$ cat config.mk
export PLATFORM = sky130hd
export DESIGN_NAME = servo_pwm_decoder
export DESIGN_NICKNAME = d
export VERILOG_FILES = /design/src/rtl/servo_pwm_decoder.sv
export SDC_FILE = /design/constraint.sdc
export NUM_CORES = 1
export LEC_CHECK = 0
export CAP_MARGIN = 5
export CELL_PAD_IN_SITES_DETAIL_PLACEMENT = 1
export CELL_PAD_IN_SITES_GLOBAL_PLACEMENT = 1
export CORE_MARGIN = 3
export CORE_UTILIZATION = 50
export CTS_CLUSTER_SIZE = 16
export DETAILED_ROUTE_END_ITERATION = 10
export PLACE_DENSITY_LB_ADDON = 0.1
export SYNTH_ARGS = -nofsm -noshare
export SYNTH_HDL_FRONTEND = slang
export SYNTH_SLANG_ARGS = --single-unit
$ cat constraint.sdc
create_clock -name Pixelclock -period 4.68 [get_ports Pixelclock]
set_clock_uncertainty 0.05 [all_clocks]
set_input_delay 0.936 -clock Pixelclock [delete_from_list [all_inputs] [get_ports Pixelclock]]
set_output_delay 0.936 -clock Pixelclock [all_outputs]
set_load 0.1 [all_outputs]
$ cat src/rtl/servo_pwm_decoder.sv
`default_nettype none
// +----------------------------------------------------------------------------+
// | servo_pwm_decoder - measures servo pulse high time and maps it to a code   |
// | Build macro PWM_DEC_FILTER_EN: update only on two matching consecutive codes |
// | Revision: 1.0                                                              |
// +----------------------------------------------------------------------------+
module servo_pwm_decoder #(
  parameter int TICK_DIV       = 6250,
  parameter int TIMEOUT_TICKS  = 162,
  parameter int MAX_HIGH_TICKS = 16
) (
  input  logic       Pixelclock,
  input  logic       reset,
  input  logic       Servo_PWM,
  output logic [7:0] character,
  output logic [4:0] width,
  output logic       valid,
  output logic       err,
  output logic       lost
);

  localparam int c_SW   = (TICK_DIV > 1) ? $clog2(TICK_DIV) : 1;
  localparam int c_TMAX = (TIMEOUT_TICKS > MAX_HIGH_TICKS + 1) ? TIMEOUT_TICKS : MAX_HIGH_TICKS + 1;
  localparam int c_TW   = $clog2(c_TMAX + 1);

  localparam logic [c_SW-1:0] c_SUB_LAST = c_SW'(TICK_DIV - 1);
  localparam logic [c_SW-1:0] c_SUB_HALF = c_SW'(TICK_DIV / 2);
  localparam logic [c_TW-1:0] c_TIMEOUT  = c_TW'(TIMEOUT_TICKS);
  localparam logic [c_TW-1:0] c_MAX_HIGH = c_TW'(MAX_HIGH_TICKS);

  localparam logic [1:0] c_S_WAIT_LOW = 2'd0;
  localparam logic [1:0] c_S_LOW      = 2'd1;
  localparam logic [1:0] c_S_HIGH     = 2'd2;
  localparam logic [1:0] c_S_OVER     = 2'd3;

  logic             r_sync1;
  logic             r_sync2;
  logic             r_prev;
  logic [1:0]       r_arm;
  logic [1:0]       r_state;
  logic [1:0]       w_state_nx;
  logic [c_SW-1:0]  r_sub;
  logic [c_TW-1:0]  r_ticks;
  logic             r_lost;
  logic             r_evt_done;
  logic             r_evt_ovl;
  logic [4:0]       r_evt_width;
  logic [7:0]       r_char;
  logic [4:0]       r_width;
  logic             r_valid;
  logic             r_err;

  logic             w_rise;
  logic             w_fall;
  logic             w_sub_wrap;
  logic [c_SW-1:0]  w_sub_nx;
  logic [c_TW-1:0]  w_ticks_nx;
  logic             w_round;
  logic [31:0]      w_meas_full;
  logic [4:0]       w_meas;
  logic             w_ovl;
  logic             w_cnt_clr;
  logic             w_cnt_inc;
  logic             w_done;
  logic             w_ovl_evt;
  logic             w_lost_set;
  logic             w_lost_clr;
  logic [7:0]       w_code;
  logic             w_code_ok;

  // r_arm keeps WAIT_LOW from trusting the synchronizer until reset zeros have flushed out
  always_ff @(posedge Pixelclock or posedge reset) begin
    if (reset) begin
      r_sync1 <= 1'b0;
      r_sync2 <= 1'b0;
      r_prev  <= 1'b0;
      r_arm   <= 2'd0;
    end else begin
      r_sync1 <= Servo_PWM;
      r_sync2 <= r_sync1;
      r_prev  <= r_sync2;
      if (r_arm != 2'd3) r_arm <= r_arm + 2'd1;
    end
  end

  assign w_rise = r_sync2 & ~r_prev;
  assign w_fall = ~r_sync2 & r_prev;

  assign w_sub_wrap = (r_sub == c_SUB_LAST);
  assign w_sub_nx   = w_sub_wrap ? '0 : r_sub + 1'b1;
  assign w_ticks_nx = w_sub_wrap ? r_ticks + 1'b1 : r_ticks;

  // The falling-edge cycle still counts as high time, so round on the post-increment value
  assign w_round     = (w_sub_nx >= c_SUB_HALF);
  assign w_meas_full = 32'(w_ticks_nx) + 32'(w_round);
  assign w_meas      = (w_meas_full > 32'd31) ? 5'd31 : w_meas_full[4:0];
  assign w_ovl       = (r_ticks > c_MAX_HIGH);

  always_ff @(posedge Pixelclock or posedge reset) begin
    if (reset) r_state <= c_S_WAIT_LOW;
    else       r_state <= w_state_nx;
  end

  always_comb begin
    w_state_nx = r_state;
    case (r_state)
      c_S_WAIT_LOW: if (r_arm == 2'd3 && !r_sync2) w_state_nx = c_S_LOW;
      c_S_LOW:      if (w_rise) w_state_nx = c_S_HIGH;
      c_S_HIGH: begin
        if (w_ovl)       w_state_nx = c_S_OVER;
        else if (w_fall) w_state_nx = c_S_LOW;
      end
      c_S_OVER:     if (w_fall) w_state_nx = c_S_LOW;
      default:      w_state_nx = c_S_WAIT_LOW;
    endcase
  end

  always_comb begin
    w_cnt_clr  = 1'b0;
    w_cnt_inc  = 1'b0;
    w_done     = 1'b0;
    w_ovl_evt  = 1'b0;
    w_lost_set = 1'b0;
    w_lost_clr = 1'b0;
    case (r_state)
      c_S_WAIT_LOW: w_cnt_clr = 1'b1;
      c_S_LOW: begin
        if (w_rise) begin
          w_cnt_clr  = 1'b1;
          w_lost_clr = 1'b1;
        end else if (r_ticks == c_TIMEOUT) begin
          w_lost_set = 1'b1;
        end else begin
          w_cnt_inc = 1'b1;
        end
      end
      c_S_HIGH: begin
        if (w_ovl) begin
          w_ovl_evt = 1'b1;
        end else if (w_fall) begin
          w_done    = 1'b1;
          w_cnt_clr = 1'b1;
        end else begin
          w_cnt_inc = 1'b1;
        end
      end
      c_S_OVER: if (w_fall) w_cnt_clr = 1'b1;
      default:  w_cnt_clr = 1'b1;
    endcase
  end

  always_ff @(posedge Pixelclock or posedge reset) begin
    if (reset) begin
      r_sub   <= '0;
      r_ticks <= '0;
    end else if (w_cnt_clr) begin
      r_sub   <= '0;
      r_ticks <= '0;
    end else if (w_cnt_inc) begin
      r_sub   <= w_sub_nx;
      r_ticks <= w_ticks_nx;
    end
  end

  always_ff @(posedge Pixelclock or posedge reset) begin
    if (reset)           r_lost <= 1'b0;
    else if (w_lost_clr) r_lost <= 1'b0;
    else if (w_lost_set) r_lost <= 1'b1;
  end

  always_ff @(posedge Pixelclock or posedge reset) begin
    if (reset) begin
      r_evt_done  <= 1'b0;
      r_evt_ovl   <= 1'b0;
      r_evt_width <= 5'd0;
    end else begin
      r_evt_done <= w_done;
      r_evt_ovl  <= w_ovl_evt;
      if (w_done)         r_evt_width <= w_meas;
      else if (w_ovl_evt) r_evt_width <= 5'd31;
    end
  end

  always_comb begin
    w_code    = 8'h00;
    w_code_ok = 1'b0;
    case (r_evt_width)
      5'd5: begin w_code = 8'h2B; w_code_ok = 1'b1; end
      5'd6: begin w_code = 8'h15; w_code_ok = 1'b1; end
      5'd7: begin w_code = 8'h33; w_code_ok = 1'b1; end
      5'd9: begin w_code = 8'h22; w_code_ok = 1'b1; end
      default: ;
    endcase
  end

`ifdef PWM_DEC_FILTER_EN
  logic [7:0] r_cand;
  logic       r_cand_vld;

  always_ff @(posedge Pixelclock or posedge reset) begin
    if (reset) begin
      r_char     <= 8'h00;
      r_width    <= 5'd0;
      r_valid    <= 1'b0;
      r_err      <= 1'b0;
      r_cand     <= 8'h00;
      r_cand_vld <= 1'b0;
    end else begin
      r_valid <= 1'b0;
      r_err   <= 1'b0;
      if (r_evt_done || r_evt_ovl) r_width <= r_evt_width;
      if (r_evt_ovl || (r_evt_done && !w_code_ok)) r_err <= 1'b1;
      if (r_evt_ovl || (r_evt_done && !w_code_ok) || r_lost) begin
        r_cand_vld <= 1'b0;
      end else if (r_evt_done) begin
        if (r_cand_vld && (r_cand == w_code)) begin
          r_char  <= w_code;
          r_valid <= 1'b1;
        end
        r_cand     <= w_code;
        r_cand_vld <= 1'b1;
      end
    end
  end
`else
  always_ff @(posedge Pixelclock or posedge reset) begin
    if (reset) begin
      r_char  <= 8'h00;
      r_width <= 5'd0;
      r_valid <= 1'b0;
      r_err   <= 1'b0;
    end else begin
      r_valid <= 1'b0;
      r_err   <= 1'b0;
      if (r_evt_done || r_evt_ovl) r_width <= r_evt_width;
      if (r_evt_ovl || (r_evt_done && !w_code_ok)) r_err <= 1'b1;
      if (r_evt_done && w_code_ok) begin
        r_char  <= w_code;
        r_valid <= 1'b1;
      end
    end
  end
`endif

  assign character = r_char;
  assign width     = r_width;
  assign valid     = r_valid;
  assign err       = r_err;
  assign lost      = r_lost;

endmodule
`default_nettype wire
Word level (Yosys, flattened, before mapping)
Index checks and enable logic that the tools add are counted.
W data, S select, Z words.
- register bits: 51
- memories kept: 0
- logic and storage cells: 88
- bits in read-only memories: 0
- latch bits: 0
- output and inout port bits: 16
- memory bits (writable): 0
- order comparisons: 3
- bitwise gates (word level): 4
- equality and inequality tests: 13
- shift operators: 0
- multiplexer cells: 36
- divide/modulo/power cells: 0
- $add $sub $neg: 4
- reductions and logical operators: 13
- multiply operators: 0
- operators with widths (operator ; count):
    $mux W13 ; 3
    $mux W8 ; 3
    $pmux W6 S4 ; 1
    $mux W1 ; 19
    $eq A5 B3 Y1 const B ; 3
    $mux W5 ; 3
    $add A13 B1 Y13 const B ; 1
    $eq A13 B13 Y1 const B ; 1
    $ge A13 B12 Y1 const B ; 1
    $add A8 B1 Y9 ; 1
    $gt A9 B5 Y1 const B ; 1
    $add A8 B1 Y8 const B ; 1
    $eq A8 B8 Y1 const B ; 1
    $gt A8 B5 Y1 const B ; 1
    $mux W2 ; 4
    $pmux W2 S4 ; 1
    $eq A2 B2 Y1 const B ; 3
    $ne A2 B2 Y1 const B ; 3
    $reduce_bool A2 Y1 ; 3
    $eq A5 B4 Y1 const B ; 1
    $pmux W1 S4 ; 1
    $reduce_or A4 Y1 ; 1
    $logic_and A1 B1 Y1 ; 3
    $add A2 B1 Y2 const B ; 1
    8 further kinds ; 12

Logic depth before layout (Yosys ltp)
Gate-level depths: netlist (run 1).
- depth in word-level cells: 7
- mapped depth: 13
- depth with buffers taken out: 12

Worst setup path before layout (run 1)
Ideal clock, no wire load.
- kind: register to register
- start: reg r_sub[0]
- end: reg r_evt_width[2]
- path buffers: 0
- cell stages (with the launch flop): 13
- setup time: 0.123 ns
- arrival: 2.635 ns
- setup slack: 1.873 ns
- cell sequence: dfrtp_1 > ha_1 > nand3_1 > nor3_1 > and3_1 > or4_1 > nor3_1 > a2111oi_0 > ha_1 > ha_1 > xnor2_1 > xnor2_1 > a21oi_1
- cells in the longest elaborated chain, start to end: 7
- elaborated cells on any way between the ends: 9
- RTL lines (element ; line ; RTL):
    start: declaration ; 42 ; logic [c_SW-1:0] r_sub;
    start signal: assignment ; 160 ; r_sub <= w_sub_nx;
    $add A13 B1 Y13 or $eq A13 B13 Y1 (tied branches) ; 90, 89 ;
    $mux W13 ; 90 ; assign w_sub_nx = w_sub_wrap ? '0 : r_sub + 1'b1;
    $ge A13 B12 Y1 ; 94 ; assign w_round = (w_sub_nx >= c_SUB_HALF);
    $add A8 B1 Y9 * ; 95 ; assign w_meas_full = 32'(w_ticks_nx) + 32'(w_round);
    $gt A9 B5 Y1 ; 96 ; assign w_meas = (w_meas_full > 32'd31) ? 5'd31 : w_meas_full[4:0];
    $mux W5 * ; 96 ;
    $mux W5 * ; 179 ; if (w_done) r_evt_width <= w_meas;
    end signal: assignment ; 179 ;
    end: declaration ; 47 ; logic [4:0] r_evt_width;
Every way passes the cells marked *; elsewhere a longest branch is shown, timed or not.
A chain may end at the register's enable or synchronous reset.

Worst setup path after layout (run 1)
Ends and elaborated chain as after synthesis.

==> metrics.cfg, run 1 <==
[die]
io_pins=19
die_h_um=82.9
start_util_pct=52.8
core_area_um2=5610
die_x_um=82.9
rows=27
die_area_um2=6880

[clock_tree]
clk-insertion-delay-late_ps=310
cts-resized-gates=0
cts_tree=done
clockRootBuffer=clkbuf_8
post_cts_buffers=0
clock_sinks=48
ctsHoldBuffers=0
cts_buffers=5
clk_pin_slew_worst_paths_ps=90
cts.htree.levels=2
cts.path.max_buffers=2

[timing]
tightest_slew_ps=977
setup_viol=0
fin_crit_ps=3190
min_period_over_period_pct=68.3
slew_headroom_pct=34.7
setup_tns_ps=0
drv_slew=0
fmax_mhz=313
hold_ws_ps=312
hold_violations=0
rsz0062_at_grt=no

[power_and_ir_drop]
p_per_area_nw_per_um2=535
ir_worst_vdd_uv=410
leakage_uw=0.00134

[yosys]
ys_types=65
synth_top_area_share_pct=40.6
synth.avg_cell_area_um2=9.61
synth_edf_count=0
ys_seq_elements=48
synth_cells=308
synth_top_cell_by_area=dfrtp_1
async_reset_ff_share_pct=100
post-synth-top-count-cell=dfrtp_1
synth_flop_cell=dfrtp_1
synth_common_cells=dfrtp_1, nand2_1, nor2_1
yosysWarnings=0
ys_seq_area_share_pct=40.6
synthTopCellsByArea=dfrtp_1, ha_1, o21ai_0
synth_area_um2=2960

[layout]
utilization_pct=56.8
fillers=655
multiInputGateArea_um2=1550
fin_area_um2=3190
area_growth_pct=7.70
n_antenna_cell=0
final_nets=331
regArea_um2=1200
drive_gt1_share_pct=9.84

[setup_path]
worst_path_largest_cell_delay_ps=480
crit_top_cell=ha_1
crit_family=simple AND/OR/NAND/NOR gates
critPathLaunchType=flop
crit_chain=ha_1, nand3_1, nor3_1, and3_1, or4_1, nor3_1, a2111oi_0, ha_1, ha_1, xnor2_1, xnor2_1, a21oi_1
crit_type=flop to flop
critical_path_arrival_ps=3340
worstSetupEndpointType=flop
slowest_stage=dfrtp_1
crit_buf_inv=0
cp.required_ps=4830
cp_max_fo=9

[route]
drt_iter0_markers=140
wl_per_cell_um=17.5
vias_per_cell=5.93
dr.pass1.iters=4
drc=0
routed_wl_mm=6.77
via_count=2296
ant_nets=0

[global_routing]
grt_max_degree=49
grt_pass1_wl_mm=12.0
antenna_found_initial=0
grt_pass1_vias=2356
grt.total_usage_pct=20.7
overflow=0

[placed_design]
place_area_um2=3070
port_buffers=16
dpl.hpwl_mm=4.86
place_congestion=0.789

[status]
status=finished clean

[job]
maxCapViolCount=0

[min_path]
hp-class=flop to flop

[cell usage in the layout, fill, tap and decap left out, types with 4 or more instances in the layout]
cell type / synthesis / final
and3_1: 5 / 5
xnor2_1: 7 / 7
mux2_2: 8 / 8
clkdlybuf4s50_1: 0 / 16
a22o_1: 4 / 4
nor3_1: 8 / 8
clkbuf_8: 2 / 6
inv_1: 16 / 15
nand4_1: 5 / 5
and2_1: 5 / 5
o31ai_1: 4 / 4
and4_1: 5 / 5
dfrtp_1: 48 / 48
o21ai_0: 21 / 21
ha_1: 14 / 14
nor2_1: 25 / 25
nand2_1: 27 / 27
nand3_1: 13 / 13
a21oi_1: 17 / 17
[power breakdown]
group          total (uW)  leakage (uW)  switching [uW]  internal [uW]
Sequential            560      0.000630            73.4            486
Clock                 320     0.0000614             146            175
Combinational         824      0.000651             602            222
[logic make-up after synthesis]
| group | count (synthesis) | share of synthesized area, % |
|---|---|---|
| multiplexers | 10 | 3.72 |
| buffers and inverters | 34 | 7.02 |
| flip-flops | 48 | 40.6 |
| AND/OR/NAND/NOR | 118 | 21.7 |
| adder cells (fa/ha/maj) | 14 | 5.92 |
| other | 1 | 0.127 |
| XOR/XNOR | 10 | 2.96 |
| AO/OA/AOI/OAI | 73 | 17.9 |
[worst reg2reg max path, delay by kind of cell, from the launching register on]
| family | cells | cell delay [ps] |
|---|---|---|
| fa+ha+maj | 3 | 770 |
| simple gates | 5 | 1050 |
| xor+xnor | 2 | 290 |
| compound gates | 2 | 460 |
| flops | 1 | 480 |
[stage by stage]
step,std cells,setup WS [ps],power [uW]
after floorplan,309,1870,1220
after global placement,379,1620,1370
after detailed placement,379,1510,1390
after CTS,387,1470,1720
after global routing,387,1110,1800
final,387,1490,1700
[routing by layer]
layer	up-vias	wire length, um	global-route usage, %	share of wire, %
met3	7	165	3.17	2.4
met2	28	3170	33.8	47
met4	0	60	4.31	0.89
met5	-	0	0	0
li1	1111	-	-	-
met1	1150	3370	29.2	50
[flip-flops by register name, indices dropped and copies added (netlist names)]
name / count
character: 5
err: 1
lost: 1
r_arm: 2
r_evt_done: 1
r_evt_ovl: 1
r_evt_width: 5
r_prev: 1
r_state: 2
r_sub: 13
r_sync1: 1
r_sync2: 1
r_ticks: 8
valid: 1
width: 5
[area by class of cell]
cell class                 instances  share of cell area [%]
multi-input combinational        227                    48.8
clock buffer                       6                    2.59
clock inverter                     2                    1.22
timing repair buffer              16                    5.03
tap                               72                    2.83
sequential                        48                    37.7
inverter                          16                    1.88
[worst paths after layout]
kind	slack, ps	to	start	depth (start not counted)
min in group asynchronous	1120	r_sub[7]	reset	2
hold / removal	310	r_sync2	r_sync1	0
setup reg to reg	1490	r_evt_width[2]	r_sub[0]	12
setup / recovery	1490	r_evt_width[2]	r_sub[0]	12
max in group asynchronous	2840	r_ticks[0]	reset	2
hold reg to reg	310	r_sync2	r_sync1	0
Note: power is estimated with default switching activity, not from simulation.
==> run 2: changes to the inputs <==
Settings changed: CORE_UTILIZATION 50 to 46.
Clock period 4.68 ns to 3 ns, I/O delays scaled along.
==> run 2 against run 1 <==
Net effect:
- total power grew 53%
- die area grew 8.1%
- combinational power grew 61%
- design area grew 1.3%
- maximum frequency grew 14%
- largest power group unchanged
==> metrics.cfg, run 2 (same netlist as run 1, synthesis figures left out) <==
[status]
status=finished clean  ; unchanged

[layout]
layout_commonest_cell=dfrtp_1  ; unchanged
top_regs=r_sub x13, r_ticks x8  ; unchanged
area_growth_pct=9.13  ; was 7.70%
largest_register_ffs=13  ; unchanged
regArea_um2=1200  ; unchanged
multiInputGateArea_um2=1560  ; was 1550 um2
n_antenna_cell=0  ; unchanged
fillers=709  ; was 655
final_cell_mix=dfrtp_1, nand2_1, buf_4  ; was dfrtp_1, nand2_1, nor2_1
top_register=r_sub  ; unchanged
drive_gt1_share_pct=18.0  ; was 9.84%
final_nets=343  ; was 331

[die]
core_area_um2=6060  ; was 5610 um2
die_h_um=86.2  ; was 82.9 um
io_pins=19  ; unchanged
start_util_pct=48.8  ; was 52.8%
rows=28  ; was 27
die_x_um=86.2  ; was 82.9 um
die_area_um2=7430  ; was 6880 um2

[route]
drt_iter0_markers=130  ; was 140
wl_per_cell_um=16.9  ; was 17.5 um
via_count=2310  ; was 2296
vias_per_cell=5.75  ; was 5.93
routed_wl_mm=6.78  ; was 6.77 mm
drc=0  ; unchanged
ant_nets=0  ; unchanged
dr.pass1.iters=4  ; unchanged

[power_and_ir_drop]
switchingPower_uw=1290  ; was 821 uW
clkPwrFrac_pct=16.1  ; was 18.8%
seqPwrFrac_pct=33.1  ; was 32.8%
p_per_area_nw_per_um2=810  ; was 535 nW/um2
pwr-share-comb_pct=50.8  ; was 48.4%
swShare_pct=49.4  ; was 48.2%
intPower_uw=1320  ; was 883 uW
power_uw=2620  ; was 1700 uW
leakage_uw=0.00142  ; was 0.00134 uW
ir_worst_vdd_uv=742  ; was 410 uV

[timing]
rsz0062_at_grt=no  ; unchanged
fin_crit_ps=2790  ; was 3190 ps
layout_setup_ws_ps=208  ; was 1490 ps
hold_violations=0  ; unchanged
fmax_mhz=358  ; was 313 MHz
setup_viol=0  ; unchanged
min_period_over_period_pct=93.1  ; was 68.3%
drv_slew=0  ; unchanged
setup_tns_ps=0  ; unchanged

[setup_path]
cp_max_fo=8  ; was 9
worstSetupEndpointType=flop  ; unchanged
cp.required_ps=3150  ; was 4830 ps
critPathLaunchType=flop  ; unchanged
critical_path_arrival_ps=2940  ; was 3340 ps
crit_type=flop to flop  ; unchanged

[clock_tree]
cts.path.max_buffers=2  ; unchanged
clk_pin_slew_worst_paths_ps=90  ; about the same
clock_sinks=48  ; unchanged
cts_tree=done  ; unchanged
ctsHoldBuffers=0  ; unchanged
post_cts_buffers=0  ; unchanged
cts.htree.levels=2  ; unchanged
cts_buffers=5  ; unchanged
clockRootBuffer=clkbuf_8  ; unchanged
clk-insertion-delay-late_ps=300  ; was 310 ps

[global_routing]
antenna_found_initial=0  ; unchanged
grt_pass1_vias=2412  ; was 2356
overflow=0  ; unchanged
grt_pass1_wl_mm=12.2  ; was 12.0 mm
grt.total_usage_pct=20.5  ; was 20.7%
grt_max_degree=23  ; was 49

[placed_design]
dp_slack_ps=98.9  ; was 1510 ps
place_congestion=0.794  ; was 0.789
dpl.hpwl_mm=5.02  ; was 4.86 mm
port_buffers=16  ; unchanged

[min_path]
hp-class=flop to flop  ; unchanged

[job]
maxCapViolCount=0  ; unchanged

-- run 2: cell types whose count changed in the layout (fill, tap and decap cells not counted), sizes merged --
| cell | change |
|---|---|
| buf | +26 |
| inv | +1 |
| bufinv | -1 |
| clkdlybuf4s50 | -14 |
-- run 2: worst max-delay path: stages, from the launching register on --
cell       delay [ps]
dfrtp_1           410
buf_4             170
ha_1              330
o211ai_1          170
o221ai_1          150
a21oi_1           200
nor3_1             80
a2111oi_1         370
ha_1              230
ha_1              180
xnor2_1           140
xnor2_1           130
a21oi_1            80
-- run 2: final cells by class --
| class | instances | share of cell area, % |
|---|---|---|
| clock buffer | 6 | 2.56 |
| clock inverter | 2 | 0.426 |
| inverter | 16 | 1.86 |
| multi-input combinational | 227 | 48.4 |
| sequential | 48 | 37.2 |
| tap | 75 | 2.91 |
| timing repair buffer | 28 | 6.66 |
-- run 2: worst paths after layout --
| kind | startpoint | to | slack, ps | cells past startpoint |
|---|---|---|---|---|
| worst max-delay path | r_sub[0] | r_evt_width[2] | 210 | 12 |
| worst min-delay path | r_sync1 | r_sync2 | 300 | 0 |
| worst max register to register | r_sub[0] | r_evt_width[2] | 210 | 12 |
| worst min register to register | r_sync1 | r_sync2 | 300 | 0 |
| max in group asynchronous | reset | r_sub[2] | 1740 | 3 |
| min in group asynchronous | reset | width[3] | 560 | 2 |
-- run 2: what timing repair did --
item | CTS | global route
endpoints found under the setup margin | 0 | 3
gates resized for setup | 0 | 3
hold endpoints to repair | 0 | 0
-- run 2: layer usage --
metal	track usage, %	share of wire, %
met1	30.2	51
met2	32.4	45
met3	3.14	2.7
met4	3.82	0.78
met5	0	0
-- run 2: power by group through the flow --
stage / sequential [uW] / clock, uW / combinational (uW)
floorplan: 1250 / 0 / 655
global route: 889 / 460 / 1450
CTS: 870 / 441 / 1340
finish: 866 / 421 / 1330
detailed placement: 883 / 0 / 1340
global placement: 873 / 0 / 1320
-- run 2: per-stage QoR --
step / instances / hold slack, ps / util [%] / area, um2
finish: 402 / 305 / 53.3 / 3230
global route: 402 / 315 / 53.3 / 3230
global placement: 394 / 282 / 51.5 / 3120
CTS: 402 / 308 / 53.1 / 3220
floorplan: 309 / 281 / - / 2960
detailed placement: 394 / 286 / 51.5 / 3120
==> run 3: changes to the inputs <==
Settings changed: CTS_CLUSTER_SIZE 16 to 24.
==> results of run 3 <==
Final layout, timing and power as in run 2 (identical DEF).
